===== src/rtl/leaf_stream_fifo.sv =====
// leaf_stream_fifo: circular byte-stream FIFO between two valid/ready siblings.
// Ports: clk, rst (sync, active-high); in_valid/in_ready/in_data upstream;
// out_valid/out_ready/out_data downstream; level occupancy; xfer_count
// saturating count of completed output handshakes.
module leaf_stream_fifo #(
  parameter int WIDTH = 8,
  parameter int DEPTH = 4,
  parameter int CNT_W = 16
) (
  input  logic                     clk,
  input  logic                     rst,
  input  logic                     in_valid,
  output logic                     in_ready,
  input  logic [WIDTH-1:0]         in_data,
  output logic                     out_valid,
  input  logic                     out_ready,
  output logic [WIDTH-1:0]         out_data,
  output logic [$clog2(DEPTH):0]   level,
  output logic [CNT_W-1:0]         xfer_count
);

  localparam int PW = $clog2(DEPTH);
  localparam int LW = PW + 1;
  localparam logic [LW-1:0] FULL = LW'(DEPTH);

  logic [WIDTH-1:0] mem_q [DEPTH];
  logic [PW-1:0]    wr_q, wr_d;
  logic [PW-1:0]    rd_q, rd_d;
  logic [LW-1:0]    lvl_q, lvl_d;
  logic [CNT_W-1:0] cnt_q, cnt_d;
  logic             push, pop;

  // in_ready is independent of out_ready: no comb path through the block
  assign in_ready  = !rst && (lvl_q != FULL);
  assign out_valid = (lvl_q != '0);
  assign out_data  = mem_q[rd_q];
  assign level      = lvl_q;
  assign xfer_count = cnt_q;

  assign push = in_valid && in_ready;
  assign pop  = out_valid && out_ready;

  always_comb begin
    wr_d  = wr_q;
    rd_d  = rd_q;
    lvl_d = lvl_q;
    cnt_d = cnt_q;
    if (push) wr_d = wr_q + PW'(1);
    if (pop) begin
      rd_d = rd_q + PW'(1);
      if (cnt_q != '1) cnt_d = cnt_q + CNT_W'(1);
    end
    unique case ({push, pop})
      2'b10:   lvl_d = lvl_q + LW'(1);
      2'b01:   lvl_d = lvl_q - LW'(1);
      default: lvl_d = lvl_q;
    endcase
  end

  always_ff @(posedge clk) begin
    if (rst) begin
      wr_q  <= '0;
      rd_q  <= '0;
      lvl_q <= '0;
      cnt_q <= '0;
    end else begin
      wr_q  <= wr_d;
      rd_q  <= rd_d;
      lvl_q <= lvl_d;
      cnt_q <= cnt_d;
    end
  end

  // storage is not reset; push already excludes reset cycles
  always_ff @(posedge clk) begin
    if (push) mem_q[wr_q] <= in_data;
  end

endmodule


===== config.mk =====
export PLATFORM = sky130hd
export DESIGN_NAME = leaf_stream_fifo
export DESIGN_NICKNAME = d
export VERILOG_FILES = /design/src/rtl/leaf_stream_fifo.sv
export SDC_FILE = /design/constraint.sdc
export NUM_CORES = 1
export LEC_CHECK = 0
export ABC_AREA = 1
export ABC_CLOCK_PERIOD_IN_PS = 2370
export CELL_PAD_IN_SITES_DETAIL_PLACEMENT = 0
export CELL_PAD_IN_SITES_GLOBAL_PLACEMENT = 1
export CORE_MARGIN = 2
export CORE_UTILIZATION = 40
export CTS_CLUSTER_SIZE = 10
export DETAILED_ROUTE_END_ITERATION = 10
export DONT_BUFFER_PORTS = 1
export PLACE_DENSITY = 0.7
export RECOVER_POWER = 25
export SLEW_MARGIN = 15
export SYNTH_ARGS = -nofsm -noshare
export SYNTH_HDL_FRONTEND = slang
export SYNTH_SLANG_ARGS = --single-unit

===== constraint.sdc =====
create_clock -name clk -period 2.37 [get_ports clk]
set_input_delay 0.1185 -clock clk [delete_from_list [all_inputs] [get_ports clk]]
set_output_delay 0.1185 -clock clk [all_outputs]
set_load 0.02 [all_outputs]

**After elaboration in Yosys (flattened, before gate mapping)**

Memories as Yosys holds them, arrays and structs flattened. A register that Yosys moved wholly into a read port is not among the register bits.
Cells that the tools add are included.
Widths: inputs -> output; s select.

- RAM bits: 32
- Logic and storage cells: 26
- Output and inout bits: 29
- Memories kept: 1
- Register bits after elaboration: 23
- Bits in latches: 0
- Input port bits: 12
- Bits in read-only memories: 0

- Reduce and logical (&&, ||, !) cells: 7
- Order comparisons: 0
- Add/sub/neg operators: 5
- Multipliers: 0
- Div/mod/pow operators: 0
- Eq/ne operators: 4
- Mux-type cells: 5
- Shift-type cells: 0
- Bitwise gates (word level): 0

Memories:

| memory | words | bits a word | read ports | clocked after Yosys merged registers in | wr ports | line | RTL |
|---|---|---|---|---|---|---|---|
| mem_q | 4 | 8 | 1 | 1 | 1 | 26 | `logic [WIDTH-1:0] mem_q [DEPTH];` |

Operator list:

| operator | count |
|---|---|
| $add 16x1->16 const B | 1 |
| $ne 16x16->1 const B | 1 |
| $pmux 3 s2 | 1 |
| $add 2x1->2 const B | 2 |
| $mux 2 | 2 |
| $add 3x1->3 const B | 1 |
| $logic_and 1x1->1 | 3 |
| $ne 3x3->1 const B | 1 |
| $reduce_bool 3->1 | 1 |
| $sub 3x1->3 const B | 1 |
| $eq 2x1->1 const B | 1 |
| $eq 2x2->1 const B | 1 |
| $mux 1 | 2 |
| $reduce_and 2->1 | 1 |
| $reduce_bool 2->1 | 1 |
| $logic_not 1->1 | 1 |

**Logic depth before layout (Yosys ltp)**

- Depth after elaboration: 5
- Mapped depth: 11

**Worst setup path before layout**

No wires, ideal clock.

- Path kind: reg-to-reg
- Start: reg lvl_q[1], in the netlist level[1]
- End: reg lvl_q[1], in the netlist level[1]
- Buffers on the path: 0
- Cell stages (with the launch flop): 10
- Path slack: 0.160 ns
- Setup time: 0.064 ns
- Clock period less this slack: 2.210 ns
- Data required time: 2.306 ns
- Arrival time: 2.146 ns
- Path through: dfxtp_1 > nor2_1 > a21oi_1 > nand2_1 > ha_1 > inv_1 > fa_1 > nor2_1 > a21oi_1 > nor2_1

- Word-level cells in the longest chain between the ends: 5
- Elaborated cells between the ends (all ways): 11

Ends and longest elaborated chain:

| what | line | RTL |
|---|---|---|
| from (decl) | 29 | `logic [LW-1:0] lvl_q, lvl_d;` |
| from (signal assigned) | 69 | `lvl_q <= lvl_d;` |
| $ne 3x3->1 * | 34 | `assign in_ready = !rst && (lvl_q != FULL);` |
| $logic_and 1x1->1 * | 34 |  |
| named net in_ready | 13 | `output logic in_ready,` |
| $logic_and 1x1->1 * | 40 | `assign push = in_valid && in_ready;` |
| $eq 2x1->1 or $eq 2x2->1 (tied branches) | 53 | `unique case ({push, pop})` |
| $pmux 3 s2 or $reduce_bool 2->1 (tied branches) | n/a |  |

Mark *: on every way through the listed nets, which the timed path passes. The rest lies on a longest branch.
A chain may end at the register's enable or synchronous reset.

**Worst setup path after layout**

- Start: reg lvl_q[2], in the netlist level[2]
- End: reg lvl_q[2], in the netlist level[2]

- Elaborated cells between the ends (all ways): 11

RTL lines:

| what | line | RTL |
|---|---|---|
| $reduce_bool 3->1 * | 35 | `assign out_valid = (lvl_q != '0);` |
| named net out_valid | 15 | `output logic out_valid,` |
| $logic_and 1x1->1 * | 41 | `assign pop = out_valid && out_ready;` |
| named net pop | 31 | `logic push, pop;` |
| $eq 2x1->1 or $eq 2x2->1 (tied branches) | 53 |  |
| $pmux 3 s2 or $reduce_bool 2->1 (tied branches) | n/a |  |

Marked as above.

==> metrics.txt <==
fin util 48.00%; Startpoint Class flop; post-synthesis sequential area ratio 56.07%; clk root buf clkbuf_8; worst endpoint data arrival time 2290 ps; Avg WL per Cell 13.84 um; fill count 625; antenna viol nets, final 0; Hold Path Class primary input to flop; Fin. Hold Viols 0; critical path type flop to flop; Vias 1940; outcome completed; Cell Int Power 1.753 mW; Storage cell area 1461 um2; CP Cell Sequence inv_1 -> nand2_2 -> nand2_4 -> inv_2 -> ha_1 -> inv_1 -> fa_1 -> a21oi_1 -> o21ai_0 -> o21ai_0 -> a21oi_1; worst setup margin 305.9 ps; Yosys warning count 0; Rows 29; Top Family by Delay on Critical Path adder cells; first-pass GRT wire length 9315 um; Post-Syn Area 2606 um2; Initial Util 41.28%; Slew @ Worst Pin 525.1 ps; grt ovf 0; detailed-route wire length 5481 um; final instance area 3030 um2; DP Worst Slack 314.3 ps; largest family of logic cells by synthesized area simple AND/OR/NAND/NOR gates; max-cap viol count 0; critical path fanouts, max 7; mean post-synth cell area 9.049 um2; H-tree depth 3; CTS tree done; Layout area overhead 16.27%; layout cell share with drive strength beyond 1 13.79%; input/output buffers 0; CP endpoint kind flop; Leak 1.132 nW; multi-input logic area 1002 um2; dpl hpwl 3777 um; drt first pass iters 4; fmax 484.5 MHz; placed cell areas 2761 um2; Sw Pwr 0.8527 mW; routed vias/inst 4.899; Crit path buffers/inverters 3; Peak VDD IR 0.0003392 V; post-synthesis adder-cell area fraction 3.649%; Post-Synth XOR/XNOR Area 1.344%; slew margin rel. 65.51%; core outline area 6314 um2; Compound-Gate Fraction of Synth Area 11.23%; # diodes 0; GRT Overall Usage 16.70%; chip width 84.72 um; drc violations 0; Post-Synth Simple-Gate Area 22.23%; Placer Congestion 0.7540; #FFs+latches synth 57; CTS Buffer Depth 2; Logic pwr share 22.8%; die area 7177 um2; M1 WL 2435 um; Skew-Pair Late Insertion Delay 340 ps; final setup fails 0; switch share 32.72%; Num CTS Buffers 9; post-synthesis cell count 288; final net count 333; Sink Count 57; Reg power frac 44.3%; initial antenna violation count 0; P per Cell Area 859.9 nW/um2; Die Y-Extent 84.72 um; Final period util 87.09%; number of I/O pins 41; clock slew at reported path FFs 60 ps; Clk pwr share 32.9%; pin count of the biggest net entering global routing 18; crit path time final 2064 ps; metal2 WL 2617 um; vias in the first global route 1952; Slowest-stage cell, CP fa_1; RSZ-0062 raised after global routing no; Largest stage delay, worst path 380 ps; setup TNS 0 ps; Critical Path RT 2590 ps; WL met3 315 um; post-synth cell types 25; Detailed Route Iter0 Violations 74; highest routed layer met4; Mapped Nets 307; Post-CTS Setup Bufs 0; Max Slew Vio Count 0; Worst Clk Skew 6.480 ps; mux share of post-synthesis cell area 0%
flip-flops by register name (all words and copies together) (netlist names), named ones only:
register / cells
mem_q: 32
xfer_count: 16
level: 3
rd_q: 2
wr_q: 2
path summary, 6_finish.rpt:
path | startpoint | end | slack (ps) | cells after the start
setup / recovery | level[2] | level[2] | 310 | 11
hold / removal | out_ready | rd_q[0] | 140 | 3
setup reg to reg | level[2] | level[2] | 310 | 11
hold reg to reg | rd_q[1] | rd_q[1] | 470 | 2
per-layer routing:
metal / up-vias / track usage [%]
met3: 10 / 4.425
li1: 1012 / -
met4: 0 / 9.091
met5: - / 0
met2: 36 / 26.99
met1: 882 / 20.34
worst register-to-register path, stage by stage, from the launching register on:
cell     delay, ps
dfxtp_1        360
inv_1           80
nand2_2        170
nand2_4        110
inv_2          160
ha_1           170
inv_1           60
fa_1           380
a21oi_1        140
o21ai_0        110
o21ai_0        150
a21oi_1         60
cells in the final DEF (no fill, tap or decap), drive strengths merged, types with 7 or more instances in the layout:
cell type / n
edfxtp: 32
o21ai: 26
nor2: 57
buf: 10
nand4: 8
dlygate4sd3: 9
clkbuf: 11
dfxtp: 25
a21oi: 18
o22ai: 8
nand2: 57
inv: 31
nand3: 7
through the flow:
step,cells,hold slack [ps],total power [mW]
detailed placement,371,184.5,1.756
finish,396,137.1,2.606
global placement,371,183.6,1.749
CTS,396,134.2,2.633
global route,396,158.3,2.748
floorplan,288,217.4,1.609
area by class of cell:
type | count | share of cell area [%]
sequential | 57 | 48.22
multi-input combinational | 194 | 33.07
timing repair buffer | 19 | 5.450
clock buffer | 11 | 4.335
inverter | 33 | 4.170
tap | 77 | 3.179
clock inverter | 5 | 1.569
cells in the mapped netlist, drive strengths merged:
master / instances / share of area (%)
buf: 1 / 0.19
inv: 31 / 4.5
and2: 1 / 0.24
fa: 1 / 0.77
o22ai: 8 / 1.9
xnor2: 1 / 0.34
o21ai: 26 / 5.0
a21oi: 18 / 4.3
clkinv: 2 / 0.38
nand3: 7 / 1.3
nor2: 57 / 9.1
xor2: 3 / 1.0
nand4: 8 / 1.9
edfxtp: 32 / 37
nand2: 57 / 9.5
dfxtp: 25 / 19
ha: 6 / 2.9
nor3: 1 / 0.19
clkbuf: 3 / 0.43
power by group through the flow:
stage / Clock, mW / Sequential [mW] / Combinational [mW]
finish: 0.857 / 1.15 / 0.595
detailed placement: 0 / 1.18 / 0.581
CTS: 0.875 / 1.15 / 0.605
global placement: 0 / 1.17 / 0.575
global route: 0.922 / 1.16 / 0.666
floorplan: 0 / 1.21 / 0.400
timing repair:
item,in CTS,in global routing
resized for setup,0,0
hold buffers,9,0
hold endpoints to repair,39,0
cell families (layout without fill, tap and decap cells):
family | Yosys count | count (layout)
XOR/XNOR | 4 | 4
AO/OA/AOI/OAI | 52 | 52
buffers and inverters | 37 | 68
AND/OR/NAND/NOR | 131 | 131
adder cells (fa/ha/maj) | 7 | 7
flip-flops | 57 | 57
No activity file was read; power rests on OpenSTA's default activity.
